`src/rtl/float_pkg.sv`:
```
// Shared encodings and helpers for the floating-point multiplier datapath.
package float_pkg;

  localparam logic [1:0] FLAG_NONE = 2'b00;
  localparam logic [1:0] FLAG_OVF  = 2'b01;
  localparam logic [1:0] FLAG_UDF  = 2'b10;
  localparam logic [1:0] FLAG_NAN  = 2'b11;

  typedef enum logic [1:0] {
    ZERO = 2'd0,
    NORM = 2'd1,
    INF  = 2'd2,
    NAN  = 2'd3
  } fclass_e;

  function automatic int float_bias(int exp_w);
    return (1 << (exp_w - 1)) - 1;
  endfunction

  // Quiet NaN with positive sign, all-ones exponent and only the top fraction bit set.
  function automatic logic [63:0] canon_nan(int exp_w, int man_w);
    return (((64'd1 << exp_w) - 64'd1) << man_w) | (64'd1 << (man_w - 1));
  endfunction

endpackage

```
`src/rtl/float_round_ne.sv`:
```
// Normalises the raw mantissa product to one leading integer bit and rounds to
// nearest, ties to even, adjusting the exponent for both the normalise shift
// and a rounding carry-out.
module float_round_ne
  import float_pkg::*;
#(
  parameter int EXP_W = 8,
  parameter int MAN_W = 23
) (
  input  logic [2*MAN_W+1:0]        prod,
  input  logic signed [EXP_W+1:0]   exp_in,
  output logic [MAN_W-1:0]          frac,
  output logic signed [EXP_W+1:0]   exp_out
);

  logic [2*MAN_W+1:0] norm;
  logic [MAN_W:0]     mant;
  logic [MAN_W+1:0]   mant_rnd;
  logic               guard;
  logic               sticky;
  logic               round_up;

  // Product of two [1,2) mantissas lies in [1,4); left-align it, then round.
  always_comb begin
    norm     = prod[2*MAN_W+1] ? prod : (prod << 1);
    mant     = norm[2*MAN_W+1 -: MAN_W+1];
    guard    = norm[MAN_W];
    sticky   = |norm[MAN_W-1:0];
    round_up = guard & (sticky | mant[0]);
    mant_rnd = {1'b0, mant} + {{(MAN_W+1){1'b0}}, round_up};
    frac     = mant_rnd[MAN_W+1] ? mant_rnd[MAN_W:1] : mant_rnd[MAN_W-1:0];
    exp_out  = exp_in
             + $signed({{(EXP_W+1){1'b0}}, prod[2*MAN_W+1]})
             + $signed({{(EXP_W+1){1'b0}}, mant_rnd[MAN_W+1]});
  end

endmodule

```
`src/rtl/float_mul_pipe.sv`:
```
// Fully pipelined floating-point multiplier with valid/ready flow control.
// Ranks: input capture, unpack, multiply, normalise/round, pack/flags.
// A single advance enable freezes every rank while the output is stalled.
module float_mul_pipe
  import float_pkg::*;
#(
  parameter int EXP_W = 8,
  parameter int MAN_W = 23
) (
  input  logic                   clk,
  input  logic                   rst,
  input  logic                   in_valid,
  output logic                   in_ready,
  input  logic [EXP_W+MAN_W:0]   x,
  input  logic [EXP_W+MAN_W:0]   y,
  output logic                   out_valid,
  input  logic                   out_ready,
  output logic [EXP_W+MAN_W:0]   z,
  output logic [1:0]             overflow
);

  localparam int W = 1 + EXP_W + MAN_W;
  localparam logic signed [EXP_W+1:0] BIAS    = (EXP_W+2)'(float_bias(EXP_W));
  localparam logic signed [EXP_W+1:0] EXP_MAX = (EXP_W+2)'((1 << EXP_W) - 1);
  localparam logic [63:0]             QNAN64  = canon_nan(EXP_W, MAN_W);

  function automatic fclass_e classify(logic [EXP_W-1:0] e, logic [MAN_W-1:0] f);
    if (e == '0) return ZERO;
    if (e == '1) return (f == '0) ? INF : NAN;
    return NORM;
  endfunction

  logic advance;

  logic         v0;
  logic [W-1:0] x0, y0;

  fclass_e                 cls_x, cls_y;
  logic                    s1_nan, s1_inf, s1_zero;
  logic signed [EXP_W+1:0] s1_exp;

  logic                    v1, r1_sign, r1_nan, r1_inf, r1_zero;
  logic signed [EXP_W+1:0] r1_exp;
  logic [MAN_W:0]          r1_mx, r1_my;

  logic                    v2, r2_sign, r2_nan, r2_inf, r2_zero;
  logic signed [EXP_W+1:0] r2_exp;
  logic [2*MAN_W+1:0]      r2_prod;

  logic [MAN_W-1:0]        s3_frac;
  logic signed [EXP_W+1:0] s3_exp;

  logic                    v3, r3_sign, r3_nan, r3_inf, r3_zero;
  logic signed [EXP_W+1:0] r3_exp;
  logic [MAN_W-1:0]        r3_frac;

  logic [W-1:0]            z_d;
  logic [1:0]              flag_d;

  assign advance  = ~out_valid | out_ready;
  assign in_ready = advance;

  // Capture the operand pair; an unaccepted cycle becomes a bubble.
  always_ff @(posedge clk or posedge rst) begin
    if (rst) begin
      v0 <= 1'b0;
      x0 <= '0;
      y0 <= '0;
    end else if (advance) begin
      v0 <= in_valid;
      x0 <= x;
      y0 <= y;
    end
  end

  // Unpack: classify operands (subnormals treated as zero) and form the unbiased-sum exponent.
  always_comb begin
    cls_x   = classify(x0[W-2 -: EXP_W], x0[MAN_W-1:0]);
    cls_y   = classify(y0[W-2 -: EXP_W], y0[MAN_W-1:0]);
    s1_nan  = (cls_x == NAN) || (cls_y == NAN)
           || (cls_x == INF && cls_y == ZERO) || (cls_x == ZERO && cls_y == INF);
    s1_inf  = (cls_x == INF) || (cls_y == INF);
    s1_zero = (cls_x == ZERO) || (cls_y == ZERO);
    s1_exp  = $signed({2'b00, x0[W-2 -: EXP_W]}) + $signed({2'b00, y0[W-2 -: EXP_W]}) - BIAS;
  end

  // Unpack rank registers, hidden bit attached to each mantissa.
  always_ff @(posedge clk or posedge rst) begin
    if (rst) begin
      v1 <= 1'b0; r1_sign <= 1'b0; r1_nan <= 1'b0; r1_inf <= 1'b0; r1_zero <= 1'b0;
      r1_exp <= '0; r1_mx <= '0; r1_my <= '0;
    end else if (advance) begin
      v1      <= v0;
      r1_sign <= x0[W-1] ^ y0[W-1];
      r1_nan  <= s1_nan;
      r1_inf  <= s1_inf;
      r1_zero <= s1_zero;
      r1_exp  <= s1_exp;
      r1_mx   <= {1'b1, x0[MAN_W-1:0]};
      r1_my   <= {1'b1, y0[MAN_W-1:0]};
    end
  end

  // Multiply rank: full-width unsigned mantissa product.
  always_ff @(posedge clk or posedge rst) begin
    if (rst) begin
      v2 <= 1'b0; r2_sign <= 1'b0; r2_nan <= 1'b0; r2_inf <= 1'b0; r2_zero <= 1'b0;
      r2_exp <= '0; r2_prod <= '0;
    end else if (advance) begin
      v2      <= v1;
      r2_sign <= r1_sign;
      r2_nan  <= r1_nan;
      r2_inf  <= r1_inf;
      r2_zero <= r1_zero;
      r2_exp  <= r1_exp;
      r2_prod <= r1_mx * r1_my;
    end
  end

  float_round_ne #(.EXP_W(EXP_W), .MAN_W(MAN_W)) u_round (
    .prod    (r2_prod),
    .exp_in  (r2_exp),
    .frac    (s3_frac),
    .exp_out (s3_exp)
  );

  // Normalise/round rank registers.
  always_ff @(posedge clk or posedge rst) begin
    if (rst) begin
      v3 <= 1'b0; r3_sign <= 1'b0; r3_nan <= 1'b0; r3_inf <= 1'b0; r3_zero <= 1'b0;
      r3_exp <= '0; r3_frac <= '0;
    end else if (advance) begin
      v3      <= v2;
      r3_sign <= r2_sign;
      r3_nan  <= r2_nan;
      r3_inf  <= r2_inf;
      r3_zero <= r2_zero;
      r3_exp  <= s3_exp;
      r3_frac <= s3_frac;
    end
  end

  // Pack with exception priority: NaN, inf operand, zero operand, overflow, underflow, normal.
  always_comb begin
    z_d    = {r3_sign, r3_exp[EXP_W-1:0], r3_frac};
    flag_d = FLAG_NONE;
    if (r3_nan) begin
      z_d    = QNAN64[W-1:0];
      flag_d = FLAG_NAN;
    end else if (r3_inf) begin
      z_d = {r3_sign, {EXP_W{1'b1}}, {MAN_W{1'b0}}};
    end else if (r3_zero) begin
      z_d = {r3_sign, {(W-1){1'b0}}};
    end else if (r3_exp >= EXP_MAX) begin
      z_d    = {r3_sign, {EXP_W{1'b1}}, {MAN_W{1'b0}}};
      flag_d = FLAG_OVF;
    end else if (r3_exp[EXP_W+1] || r3_exp == '0) begin
      z_d    = {r3_sign, {(W-1){1'b0}}};
      flag_d = FLAG_UDF;
    end
  end

  // Output rank: result and its own flags, held while the consumer stalls.
  always_ff @(posedge clk or posedge rst) begin
    if (rst) begin
      out_valid <= 1'b0;
      z         <= '0;
      overflow  <= FLAG_NONE;
    end else if (advance) begin
      out_valid <= v3;
      z         <= z_d;
      overflow  <= flag_d;
    end
  end

endmodule

```
`config.mk`:
```
export PLATFORM = sky130hd
export DESIGN_NAME = float_mul_pipe
export DESIGN_NICKNAME = d
export VERILOG_FILES = /design/src/rtl/float_pkg.sv /design/src/rtl/float_round_ne.sv /design/src/rtl/float_mul_pipe.sv
export SDC_FILE = /design/constraint.sdc
export NUM_CORES = 2
export LEC_CHECK = 0
export ABC_CLOCK_PERIOD_IN_PS = 11500
export CORE_MARGIN = 2
export CORE_UTILIZATION = 64
export CTS_BUF_LIST = sky130_fd_sc_hd__clkbuf_4 sky130_fd_sc_hd__clkbuf_8 sky130_fd_sc_hd__clkbuf_16
export DETAILED_ROUTE_END_ITERATION = 8
export GPL_ROUTABILITY_DRIVEN = 0
export PLACE_DENSITY = 0.83
export SYNTH_ARGS = -nofsm -noshare
export SYNTH_HDL_FRONTEND = slang
export SYNTH_SLANG_ARGS = --single-unit
```
`constraint.sdc`:
```
create_clock -name clk -period 11.5 [get_ports clk]
set_input_delay 2.3 -clock clk [delete_from_list [all_inputs] [get_ports clk]]
set_output_delay 2.3 -clock clk [all_outputs]
set_load 0.05 [all_outputs]
```
==> impl_metrics.yaml <==
floorplanning:
  die_w_um: 221.8
  placementRows: 79
  ios: 104
  coreArea_mm2: 0.04665
  initial_core_util_pct: 65.07
  dieHeight_um: 221.8
  die_area_mm2: 0.04920
clocking:
  cts_resized: 0
  cts.path.max_buffers: 3
  cts_sinks: 263
  cts_hold_buf: 0
  cts_made_buffers: 29
  clkTransAtPathRegs_ns: 0.06
  post_cts_buffers: 0
  clk_latency_ns: 0.59
  cts_tree: "done"
  cts_max_level: 1
  clockRootBuffer: "clkbuf_16"
grt:
  grt_antenna_before_repair: 4
  grt_start_max_net_pins: 240
  grt_usage_pct: 32.22
  grt_pass1_wl_mm: 127.1
  grt_overflow: 0
  grt_pass1_vias: 25860
worst_setup_path:
  endpoint_kind: "flop"
  critPathKind: "flop to flop"
  worstPathRequired_ns: 12.00
  crit_arrival_ns: 8.41
  r2r_cells: 23
  start_kind: "flop"
  cp_max_fo: 25
final_layout:
  drive_gt1_share_pct: 2.700
  area_growth_pct: 8.000
  nets: 4165
sta:
  rsz0062_at_grt: "no"
  fin_crit_sh_pct: 68.76
  final_hold_viol_count: 0
  fin_skew_ns: 0.02496
  drv_slew: 0
  fmax_mhz: 126.5
  finalSetupTns_ns: 0
  setup_viol: 0
  slew_headroom_pct: 18.35
  max_slew.worst_pin.slew_ns: 1.225
  timing.final.crit_period_ns: 7.907
status:
  outcome: "completed"
detailed_routing:
  drcViolationCount: 0
  drtAntennaViolNets: 0
  drt_iter0_markers: 2122
  routed_wl_mm: 76.53
  vias: 23700
  wl_per_cell_um: 18.88
  first_pass_iters: 6
  avgViaCountPerCell: 5.845
yosys:
  synth-edff-count: 0
  synth-simple-area-share_pct: 20.36
  synth-seq-area-share_pct: 21.68
  async_flop_share_pct: 100.0
  synth_cell_types: 63
  yosys-mux-area-fraction_pct: 0.5028
  syn_nets: 4185
  synth_top_family_by_area: "adder cells"
  synth_ff_type: "dfrtp_1"
  avgSynthCellArea_um2: 8.820
  synthCells: 3442
  synth_xor_area_share_pct: 1.846
  synth_adder_area_share_pct: 39.79
  synth_seq_cells: 263
  syn_area_mm2: 0.03036
  synth_compound_gate_area_share_pct: 6.520
  yosysWarnings: 0
run:
  maxCapViolations: 0
hold_path:
  whs_path_depth: 1
  hold_path_class: "flop to flop"
placed_design:
  dp_hpwl_mm: 56.70
  port_buffers: 103
-- worst paths after layout --
kind                            from          end  slack, ns
setup / recovery           r1_my[10]  r2_prod[44]       3.59
hold / removal                    v3    out_valid       0.46
setup reg to reg           r1_my[10]  r2_prod[44]       3.59
hold reg to reg                   v3    out_valid       0.46
max in group asynchronous        rst  r2_prod[17]       7.77
min in group asynchronous        rst           v1       2.33
-- critical path, stage by stage, from the launching register on --
cell      delay (ns)
dfrtp_1         1.13
nand2_1         0.20
fa_1            0.54
fa_1            0.54
inv_1           0.05
fa_1            0.51
inv_1           0.06
fa_1            0.53
inv_1           0.05
fa_1            0.45
fa_1            0.49
inv_1           0.05
fa_1            0.53
inv_1           0.06
ha_1            0.40
nand4_1         0.21
o211ai_1        0.16
a21oi_1         0.11
a41o_1          0.27
o31a_1          0.40
o31ai_4         0.42
a221oi_2        0.15
or4_1           0.43
nand3_1         0.09
-- metrics by stage --
| stage | cells | setup slack (ns) | utilization (%) | hold slack [ns] | area, um2 |
|---|---|---|---|---|---|
| 5_1_grt | 4054 | 3.434 | 70.28 | 0.4812 | 32790 |
| 6_report | 4054 | 3.593 | 70.28 | 0.4630 | 32790 |
| 3_5_place_dp | 3998 | 3.779 | 67.95 | 0.4503 | 31700 |
| 3_3_place_gp | 3998 | 3.953 | 67.95 | 0.4398 | 31700 |
| 4_1_cts | 4052 | 3.745 | 70.27 | 0.4681 | 32780 |
| 2_1_floorplan | 3442 | 1.960 | - | 0.4300 | 30360 |
-- flip-flops by register name, summed over array words and instances, names as in the netlist, 10 cells and up --
| name | cells |
|---|---|
| r2_prod | 48 |
| x0 | 32 |
| y0 | 32 |
| z | 32 |
| r1_mx | 24 |
| r1_my | 23 |
| r3_frac | 23 |
| r1_exp | 10 |
| r2_exp | 10 |
| r3_exp | 10 |
-- cells in the mapped netlist (23+ instances only) --
library cell	count	area share [%]
fa_1	484	32
and2_1	292	6.0
nand3_1	35	0.58
dfrtp_1	263	22
xnor2_1	33	0.95
xor2_1	31	0.89
a21oi_1	115	1.9
clkbuf_1	166	2.1
nand4_1	23	0.47
nand2_1	815	10
nor2_1	103	1.3
o21ai_0	71	1.2
inv_1	567	7.0
ha_1	191	7.9
-- final cells by class --
cell class | count | area, um2
Antenna cell | 2 | 5.005
Clock buffer | 36 | 803.3
Clock inverter | 18 | 276.5
Fill cell | 3424 | 13870
Inverter | 567 | 2143
Multi-Input combinational cell | 2430 | 20970
Sequential cell | 263 | 6581
Tap cell | 607 | 759.5
Timing Repair Buffer | 131 | 1254
-- per-layer routing --
layer / up-vias / global-route usage, % / part of all wire, %
met5: - / 0.5865 / 0.060
met4: 2 / 15.58 / 5.3
met3: 308 / 5.791 / 8.4
met2: 1115 / 55.43 / 50
met1: 11820 / 39.45 / 36
li1: 10450 / - / -
-- kinds of logic after synthesis --
logic type	Yosys count
buffers and inverters	749
adders and majority gates	675
AOI/OAI and AO/OA	316
muxes	15
DFF	263
and+or+nand+nor	1360
xor gates and xnor gates	64
-- cell usage in the layout (no fill, tap or decap), drive strengths merged, types with 9 or more instances in the layout --
cell and n:
a21o 18, a21oi 116, a22o 22, a31oi 10, and2 293, and3 13
buf 28, clkbuf 36, clkdlybuf4s50 103, clkinv 9, dfrtp 263, fa 484
ha 191, inv 569, mux2i 13, nand2 815, nand3 35, nand4 23
nor2 103, nor2b 14, nor3 14, nor4 22, o21ai 77, o21bai 9
o22a 9, o31ai 9, xnor2 33, xor2 31
Power is left out: the tool's default activity adds up to more than one toggle a clock period on the data nets, which glitch-free logic cannot reach.
